--- config.mk ---
export PLATFORM = sky130hd
export DESIGN_NAME = pcie_egress_arbiter
export DESIGN_NICKNAME = d
export VERILOG_FILES = /design/src/rtl/pcie_egress_arbiter_pkg.sv /design/src/rtl/pcie_egress_arbiter_rr_select.sv /design/src/rtl/pcie_egress_arbiter.sv
export SDC_FILE = /design/constraint.sdc
export NUM_CORES = 1
export LEC_CHECK = 0
export ABC_AREA = 1
export CAP_MARGIN = 20
export CORE_AREA = 2 2 221 223
export CTS_CLUSTER_SIZE = 24
export DETAILED_ROUTE_END_ITERATION = 6
export DIE_AREA = 0 0 223 225
export PLACE_DENSITY = 0.54
export SYNTH_ARGS = -nofsm -noshare
export SYNTH_HDL_FRONTEND = slang
export SYNTH_SLANG_ARGS = --single-unit
--- constraint.sdc ---
create_clock -name clk -period 4.1 [get_ports clk]
set_clock_uncertainty 0.15 [all_clocks]
set_input_delay 0.41 -clock clk [delete_from_list [all_inputs] [get_ports clk]]
set_output_delay 0.41 -clock clk [all_outputs]
set_load 0.03 [all_outputs]
--- src/rtl/pcie_egress_arbiter_pkg.sv ---
// Shared PCIe egress definitions: arbiter state encoding, TLP header and
// FIFO field widths, and the latched header record handed to the engine.
package pcie_egress_arbiter_pkg;

    localparam int CMD_W       = 8;
    localparam int FLAGS_W     = 14;
    localparam int ADDR_W      = 32;
    localparam int RID_W       = 16;
    localparam int TAG_W       = 8;
    localparam int FIFO_SIZE_W = 24;
    localparam int FIFO_DATA_W = 32;

    typedef enum logic [1:0] {
        ST_IDLE   = 2'd0,
        ST_ACTIVE = 2'd1,
        ST_DONE   = 2'd2
    } arb_state_t;

    typedef struct packed {
        logic [CMD_W-1:0]   command;
        logic [FLAGS_W-1:0] flags;
        logic [ADDR_W-1:0]  address;
        logic [RID_W-1:0]   requester_id;
        logic [TAG_W-1:0]   tag;
    } eg_header_t;

    // Index width for n requesters; a single requester still needs one bit.
    function automatic int idx_width(input int n);
        return (n > 1) ? $clog2(n) : 1;
    endfunction

endpackage

--- src/rtl/pcie_egress_arbiter_rr_select.sv ---
// Round-robin winner selection: scans the request vector starting one past
// the previously served requester and wraps from NUM_REQ-1 back to 0.
module rr_select #(
    parameter int NUM_REQ = 3,
    parameter int IDX_W   = 2
) (
    input  logic [NUM_REQ-1:0] req,
    input  logic [IDX_W-1:0]   last_idx,
    output logic [IDX_W-1:0]   idx,
    output logic               valid
);

    // First requesting index after last_idx, in wrap-around order.
    always_comb begin
        // NOTE: every output gets a default before the loop so no path
        // leaves it unassigned, which would otherwise infer a latch.
        idx   = '0;
        valid = 1'b0;
        for (int off = 1; off <= NUM_REQ; off++) begin
            int cand;
            cand = int'(last_idx) + off;
            if (cand >= NUM_REQ) begin
                cand = cand - NUM_REQ;
            end
            if (!valid && req[cand]) begin
                idx   = IDX_W'(cand);
                valid = 1'b1;
            end
        end
    end

endmodule

--- src/rtl/pcie_egress_arbiter.sv ---
// Egress arbiter: shares one PCIe egress engine among NUM_REQ requesters.
// Requester 0 (completions) may take strict priority; the rest are served
// round-robin. The winner's header is latched for the whole transaction and
// its FIFO handshake is muxed through to the engine while a grant is held.
module pcie_egress_arbiter
    import pcie_egress_arbiter_pkg::*;
#(
    parameter int NUM_REQ = 3,
    parameter int PRIO0   = 1
) (
    input  logic                           clk,
    input  logic                           rst,
    input  logic [NUM_REQ-1:0]             i_req,
    input  logic [NUM_REQ*CMD_W-1:0]       i_command,
    input  logic [NUM_REQ*FLAGS_W-1:0]     i_flags,
    input  logic [NUM_REQ*ADDR_W-1:0]      i_address,
    input  logic [NUM_REQ*RID_W-1:0]       i_requester_id,
    input  logic [NUM_REQ*TAG_W-1:0]       i_tag,
    input  logic [NUM_REQ-1:0]             i_fifo_rdy,
    input  logic [NUM_REQ*FIFO_SIZE_W-1:0] i_fifo_size,
    input  logic [NUM_REQ*FIFO_DATA_W-1:0] i_fifo_data,
    output logic [NUM_REQ-1:0]             o_grant,
    output logic [NUM_REQ-1:0]             o_done,
    output logic [NUM_REQ-1:0]             o_fifo_act,
    output logic [NUM_REQ-1:0]             o_fifo_stb,
    output logic                           o_eg_enable,
    input  logic                           i_eg_finished,
    output logic [CMD_W-1:0]               o_eg_command,
    output logic [FLAGS_W-1:0]             o_eg_flags,
    output logic [ADDR_W-1:0]              o_eg_address,
    output logic [RID_W-1:0]               o_eg_requester_id,
    output logic [TAG_W-1:0]               o_eg_tag,
    output logic                           o_eg_fifo_rdy,
    output logic [FIFO_SIZE_W-1:0]         o_eg_fifo_size,
    output logic [FIFO_DATA_W-1:0]         o_eg_fifo_data,
    input  logic                           i_eg_fifo_act,
    input  logic                           i_eg_fifo_stb,
    output logic                           o_busy
);

    localparam int IDX_W = idx_width(NUM_REQ);

    arb_state_t       state;
    logic [IDX_W-1:0] idx;
    logic [IDX_W-1:0] last_idx;
    logic [IDX_W-1:0] rr_idx;
    logic             rr_valid;
    logic [IDX_W-1:0] win_idx;
    eg_header_t       hdr;
    eg_header_t       win_hdr;

    rr_select #(
        .NUM_REQ (NUM_REQ),
        .IDX_W   (IDX_W)
    ) u_rr_select (
        .req      (i_req),
        .last_idx (last_idx),
        .idx      (rr_idx),
        .valid    (rr_valid)
    );

    // Winner: requester 0 overrides round-robin when priority is enabled.
    always_comb begin
        if ((PRIO0 != 0) && i_req[0]) begin
            win_idx = '0;
        end else begin
            win_idx = rr_idx;
        end
    end

    // Gather the winner's header fields from the packed request buses.
    always_comb begin
        win_hdr = '0;
        for (int r = 0; r < NUM_REQ; r++) begin
            if (IDX_W'(r) == win_idx) begin
                win_hdr.command      = i_command[r*CMD_W +: CMD_W];
                win_hdr.flags        = i_flags[r*FLAGS_W +: FLAGS_W];
                win_hdr.address      = i_address[r*ADDR_W +: ADDR_W];
                win_hdr.requester_id = i_requester_id[r*RID_W +: RID_W];
                win_hdr.tag          = i_tag[r*TAG_W +: TAG_W];
            end
        end
    end

    // Arbitration FSM with registered grant, done, enable, busy and header.
    always_ff @(posedge clk or negedge rst) begin
        if (!rst) begin
            // NOTE: the header is a handful of flops, not a memory, so it is
            // cleared here to keep every engine-facing output at 0 in reset.
            state       <= ST_IDLE;
            idx         <= '0;
            last_idx    <= IDX_W'(NUM_REQ - 1);
            hdr         <= '0;
            o_grant     <= '0;
            o_done      <= '0;
            o_eg_enable <= 1'b0;
            o_busy      <= 1'b0;
        end else begin
            // NOTE: non-blocking assignments so every register samples the
            // pre-edge values, independent of statement order.
            case (state)
                ST_IDLE: begin
                    if (rr_valid) begin
                        idx         <= win_idx;
                        hdr         <= win_hdr;
                        o_grant     <= NUM_REQ'(1) << win_idx;
                        o_eg_enable <= 1'b1;
                        o_busy      <= 1'b1;
                        state       <= ST_ACTIVE;
                    end
                end
                ST_ACTIVE: begin
                    if (i_eg_finished) begin
                        o_eg_enable <= 1'b0;
                        o_done      <= NUM_REQ'(1) << idx;
                        state       <= ST_DONE;
                    end
                end
                ST_DONE: begin
                    o_done <= '0;
                    if (!i_eg_finished) begin
                        last_idx <= idx;
                        o_grant  <= '0;
                        o_busy   <= 1'b0;
                        state    <= ST_IDLE;
                    end
                end
                default: begin
                    state       <= ST_IDLE;
                    o_grant     <= '0;
                    o_done      <= '0;
                    o_eg_enable <= 1'b0;
                    o_busy      <= 1'b0;
                end
            endcase
        end
    end

    assign o_eg_command      = hdr.command;
    assign o_eg_flags        = hdr.flags;
    assign o_eg_address      = hdr.address;
    assign o_eg_requester_id = hdr.requester_id;
    assign o_eg_tag          = hdr.tag;

    // FIFO path mux: connects only the granted requester to the engine.
    always_comb begin
        o_eg_fifo_rdy  = 1'b0;
        o_eg_fifo_size = '0;
        o_eg_fifo_data = '0;
        o_fifo_act     = '0;
        o_fifo_stb     = '0;
        if (state != ST_IDLE) begin
            for (int r = 0; r < NUM_REQ; r++) begin
                if (IDX_W'(r) == idx) begin
                    o_eg_fifo_rdy  = i_fifo_rdy[r];
                    o_eg_fifo_size = i_fifo_size[r*FIFO_SIZE_W +: FIFO_SIZE_W];
                    o_eg_fifo_data = i_fifo_data[r*FIFO_DATA_W +: FIFO_DATA_W];
                    o_fifo_act[r]  = i_eg_fifo_act;
                    o_fifo_stb[r]  = i_eg_fifo_stb;
                end
            end
        end
    end

endmodule

==> key figures <==
Route
  – Detail Route met2 WL: 21,300 um
  – ANT nets after route: 0
  – Routed length on met3: 3190 um
  – Vias per cell: 4.07
  – First-pass iteration count of the detailed router: 4
  – Remaining routing DRC violations: 0
  – Max Used Layer: met5
  – Number of DRC violations after detailed-routing iteration 0: 405
  – Final Routed Wirelength: 41,100 um
  – Wire length per cell after detailed routing: 17.1 um
  – Total via count after detailed routing: 9,761
  – Met1 layer wirelength in the final routing: 14,600 um

Placed design
  – RD Place Congestion: 0.935
  – Post-DP HPWL: 33,500 um
  – Port Buffers: 561

Critical path
  – Type of origin of the critical path: flip-flop
  – Family with the most delay on the worst path: buffers and inverters
  – Slowest stage cell on the critical path: sky130_fd_sc_hd__clkdlybuf4s50_1
  – Crit path from: idx[1]$_DFFE_PN0P_
  – Type of destination of the critical path: primary output
  – Highest fanout seen on the critical path: 32
  – Buf+Inv Stages, Crit Path: 4
  – Endpoint required time on the critical path: 3.54 ns
  – Ordered list of cells on the worst path: inv_1 > nor2_4 > buf_12 > nand2_1 > nand3_1 > nand2_1 > inv_1 > clkdlybuf4s50_1
  – Reg2Reg Launch Point: last_idx[1]$_DFFE_PN1P_
  – Max incr delay on CP: 0.66 ns
  – Worst Setup Path Type: reg2out
  – Endpoint arrival time on the critical path: 2.90 ns

Run status
  – Outcome: completed

Floorplanning
  – X dimension of the die: 223 um
  – Core Footprint: 47,500 um2
  – Floorplan die height: 225 um
  – Num ports: 562
  – Effective utilization at floorplan: 0.152
  – Die area: 50,200 um2
  – Standard-cell rows: 80

Clock network
  – Deepest level of the CTS H-tree: 3
  – Max Buffers Root-to-Sink: 2
  – Post-CTS sizing: 0
  – Inserted Clock Buffers: 9
  – Root Buffer: sky130_fd_sc_hd__clkbuf_16
  – Register clock-pin slew on the reported worst setup and hold paths: 0.08 ns
  – TritonCTS sink count: 92
  – Clock latency at the later pin of the worst-skew pair: 0.37 ns
  – Clock tree from TritonCTS: built

Timing
  – Hold violation count in the final report: 0
  – Minimum clock period: 3.46 ns
  – Setup TNS: 0 ns
  – FMAX: 289 MHz
  – # setup viols final: 0
  – Worst rel slew slack: 0.364
  – Unrepaired setup endpoints after global routing: no
  – Slew @ Worst Pin: 0.955 ns
  – Final cycle utilization of the critical path: 0.844
  – Final count of pins violating max slew: 0

Yosys
  – List of most frequent post-synthesis cells: sky130_fd_sc_hd__nand2_1 (656), sky130_fd_sc_hd__inv_1 (153), sky130_fd_sc_hd__nand3_1 (146)
  – Post-synthesis average cell area: 5.74 um2
  – Most numerous cell in the Yosys netlist: sky130_fd_sc_hd__nand2_1
  – Post-synthesis instance total: 1,260
  – Synth Net Count: 1,676
  – Cell area after synthesis: 7240 um2
  – Post-synthesis async set-or-reset flop share: 1.00
  – Post-synth top area cell: sky130_fd_sc_hd__nand2_1
  – Synth unique cells: 27
  – Synth Warn #: 0
  – Count of flip-flops with a built-in enable after synthesis: 0
  – Register bit count reported by yosys: 92
  – Area share of the largest cell type after synthesis: 0.340
  – Top_reg_cell synth: sky130_fd_sc_hd__dfrtp_1
  – Share of the yosys chip area belonging to registers: 0.318
  – Main area contributors after synthesis: sky130_fd_sc_hd__nand2_1 (34%), sky130_fd_sc_hd__dfrtp_1 (31%), sky130_fd_sc_hd__nand3_1 (10%)

Cells and area
  – Fraction of layout cells with a size suffix above 1: 0.0337
  – Total number of nets in the final design: 2,189
  – End-of-flow core utilization: 0.289
  – Synth-to-layout area growth: 89.7%

Power
  – Total power per unit cell area: 839 nW/um2
  – P_leak: 6.91 nW
  – Maximum vdd ir drop: 0.555 mV

Global route
  – Congestion Overflow GR: 0
  – Number of global-route vias before repair: 9,987
  – Tot GR Track Use: 0.158
  – Global-route wire length before repair: 59,500 um
  – Maximum number of pins on one net before global-route repair: 92
  – Initial antenna violation count: 6

Flow run
  – Maximum Capacitance Violations: 0

Hold path
  – Classification of the worst-slack hold path: reg2reg
  – Launch point of the worst hold path: o_eg_requester_id[0]$_DFFE_PN0P_
## worst paths after layout
path	endpoint	slack [ns]	cells after the start
worst max-delay path	o_eg_fifo_size[0]	0.64	8
worst min-delay path	o_eg_requester_id[0]$_DFFE_PN0P_	0.33	2
worst max register to register	o_eg_address[13]$_DFFE_PN0P_	0.92	13
max in group asynchronous	o_eg_command[3]$_DFFE_PN0P_	2.56	3
worst min register to register	o_eg_requester_id[0]$_DFFE_PN0P_	0.33	2
min in group asynchronous	o_eg_command[5]$_DFFE_PN0P_	0.36	2
## area by class of cell
cell class	count	area, um2
antenna	4	10.0
clock buffer	10	239
clock inverter	6	48.8
fill	5239	33800
inverter	161	607
multi-input combinational	931	3950
sequential	92	2300
tap	615	769
timing repair buffer	578	5810
## flip-flops by register name (all words and copies together) (netlist names)
| register | flops |
|---|---|
| o_eg_address | 32 |
| o_eg_requester_id | 16 |
| o_eg_flags | 14 |
| o_eg_command | 8 |
| o_eg_tag | 8 |
| o_done | 3 |
| o_grant | 3 |
| idx | 2 |
| last_idx | 2 |
| state | 2 |
| o_busy | 1 |
| o_eg_enable | 1 |
## per-stage QoR
stage | area (um2) | total power [mW] | hold WS (ns) | setup WS, ns | std cells
after floorplan | 7240 | 7.44 | -0.0356 | 1.66 | 1260
after global placement | 13400 | 10.8 | 0.212 | 0.983 | 2376
after detailed placement | 13400 | 10.9 | 0.212 | 0.921 | 2376
after CTS | 13700 | 11.8 | 0.333 | 0.547 | 2393
after global routing | 13700 | 12.6 | 0.343 | 0.475 | 2396
final | 13700 | 11.5 | 0.328 | 0.638 | 2397
## cells by family (layout without fill, tap and decap cells)
kind of cell | count (synthesis) | after routing | share of synthesized area
AOI/OAI and AO/OA | 90 | 90 | 0.0634
adders and majority gates | 3 | 3 | 0.00519
and+or+nand+nor | 838 | 838 | 0.472
buffers and inverters | 237 | 755 | 0.141
other | 0 | 4 | 0
DFF | 92 | 92 | 0.318
## placed cells by master (no fill, tap or decap)
| master | count |
|---|---|
| sky130_fd_sc_hd__nor2_2 | 1 |
| sky130_fd_sc_hd__dlygate4sd3_1 | 1 |
| sky130_fd_sc_hd__nand2_4 | 1 |
| sky130_fd_sc_hd__diode_2 | 4 |
| sky130_fd_sc_hd__o21ai_1 | 29 |
| sky130_fd_sc_hd__nand2_1 | 655 |
| sky130_fd_sc_hd__inv_2 | 8 |
| sky130_fd_sc_hd__inv_4 | 1 |
| sky130_fd_sc_hd__nand2_2 | 5 |
| sky130_fd_sc_hd__nand4_1 | 1 |
| sky130_fd_sc_hd__nand3_1 | 146 |
| sky130_fd_sc_hd__buf_12 | 5 |
| sky130_fd_sc_hd__a21oi_1 | 5 |
| sky130_fd_sc_hd__nor2_4 | 5 |
| sky130_fd_sc_hd__clkinvlp_4 | 2 |
| sky130_fd_sc_hd__clkdlybuf4s50_1 | 560 |
| sky130_fd_sc_hd__o21ai_0 | 52 |
| sky130_fd_sc_hd__clkinv_4 | 2 |
| sky130_fd_sc_hd__inv_1 | 152 |
| sky130_fd_sc_hd__clkbuf_16 | 9 |
| sky130_fd_sc_hd__nand3_4 | 2 |
| sky130_fd_sc_hd__a31oi_1 | 1 |
| sky130_fd_sc_hd__dfstp_2 | 1 |
| sky130_fd_sc_hd__clkbuf_8 | 1 |
| sky130_fd_sc_hd__clkinv_2 | 1 |
| sky130_fd_sc_hd__o31ai_1 | 3 |
| sky130_fd_sc_hd__nor2_1 | 12 |
| sky130_fd_sc_hd__nand3_2 | 3 |
| sky130_fd_sc_hd__nor3_1 | 6 |
| sky130_fd_sc_hd__ha_1 | 3 |
| sky130_fd_sc_hd__inv_8 | 1 |
| sky130_fd_sc_hd__buf_4 | 12 |
| sky130_fd_sc_hd__nand3b_1 | 1 |
| sky130_fd_sc_hd__dfrtp_1 | 91 |
## repair_timing
| item | CTS | global route |
|---|---|---|
| hold buffers | 1 | 0 |
| endpoints found under the hold margin | 24 | 0 |
| setup buffers | 0 | 0 |
## power breakdown
group	internal [mW]	total, mW	switching (mW)
logic	3.18	9.02	5.85
clock network	0.434	0.844	0.410
registers	1.39	1.65	0.255
total	5.00	11.5	6.51
## worst min-delay path, stage by stage, from the launching register on
cell                      delay [ns]
sky130_fd_sc_hd__dfrtp_1        0.34
sky130_fd_sc_hd__nand2_1        0.05
sky130_fd_sc_hd__nand2_1        0.05
## routing by layer
metal  vias to the layer above  global-route usage
li1                       4860                   -
met1                      4436               0.155
met2                       404               0.297
met3                        57              0.0462
met4                         4              0.0849
met5                         -                   0
Note: power is estimated with default switching activity, not from simulation.
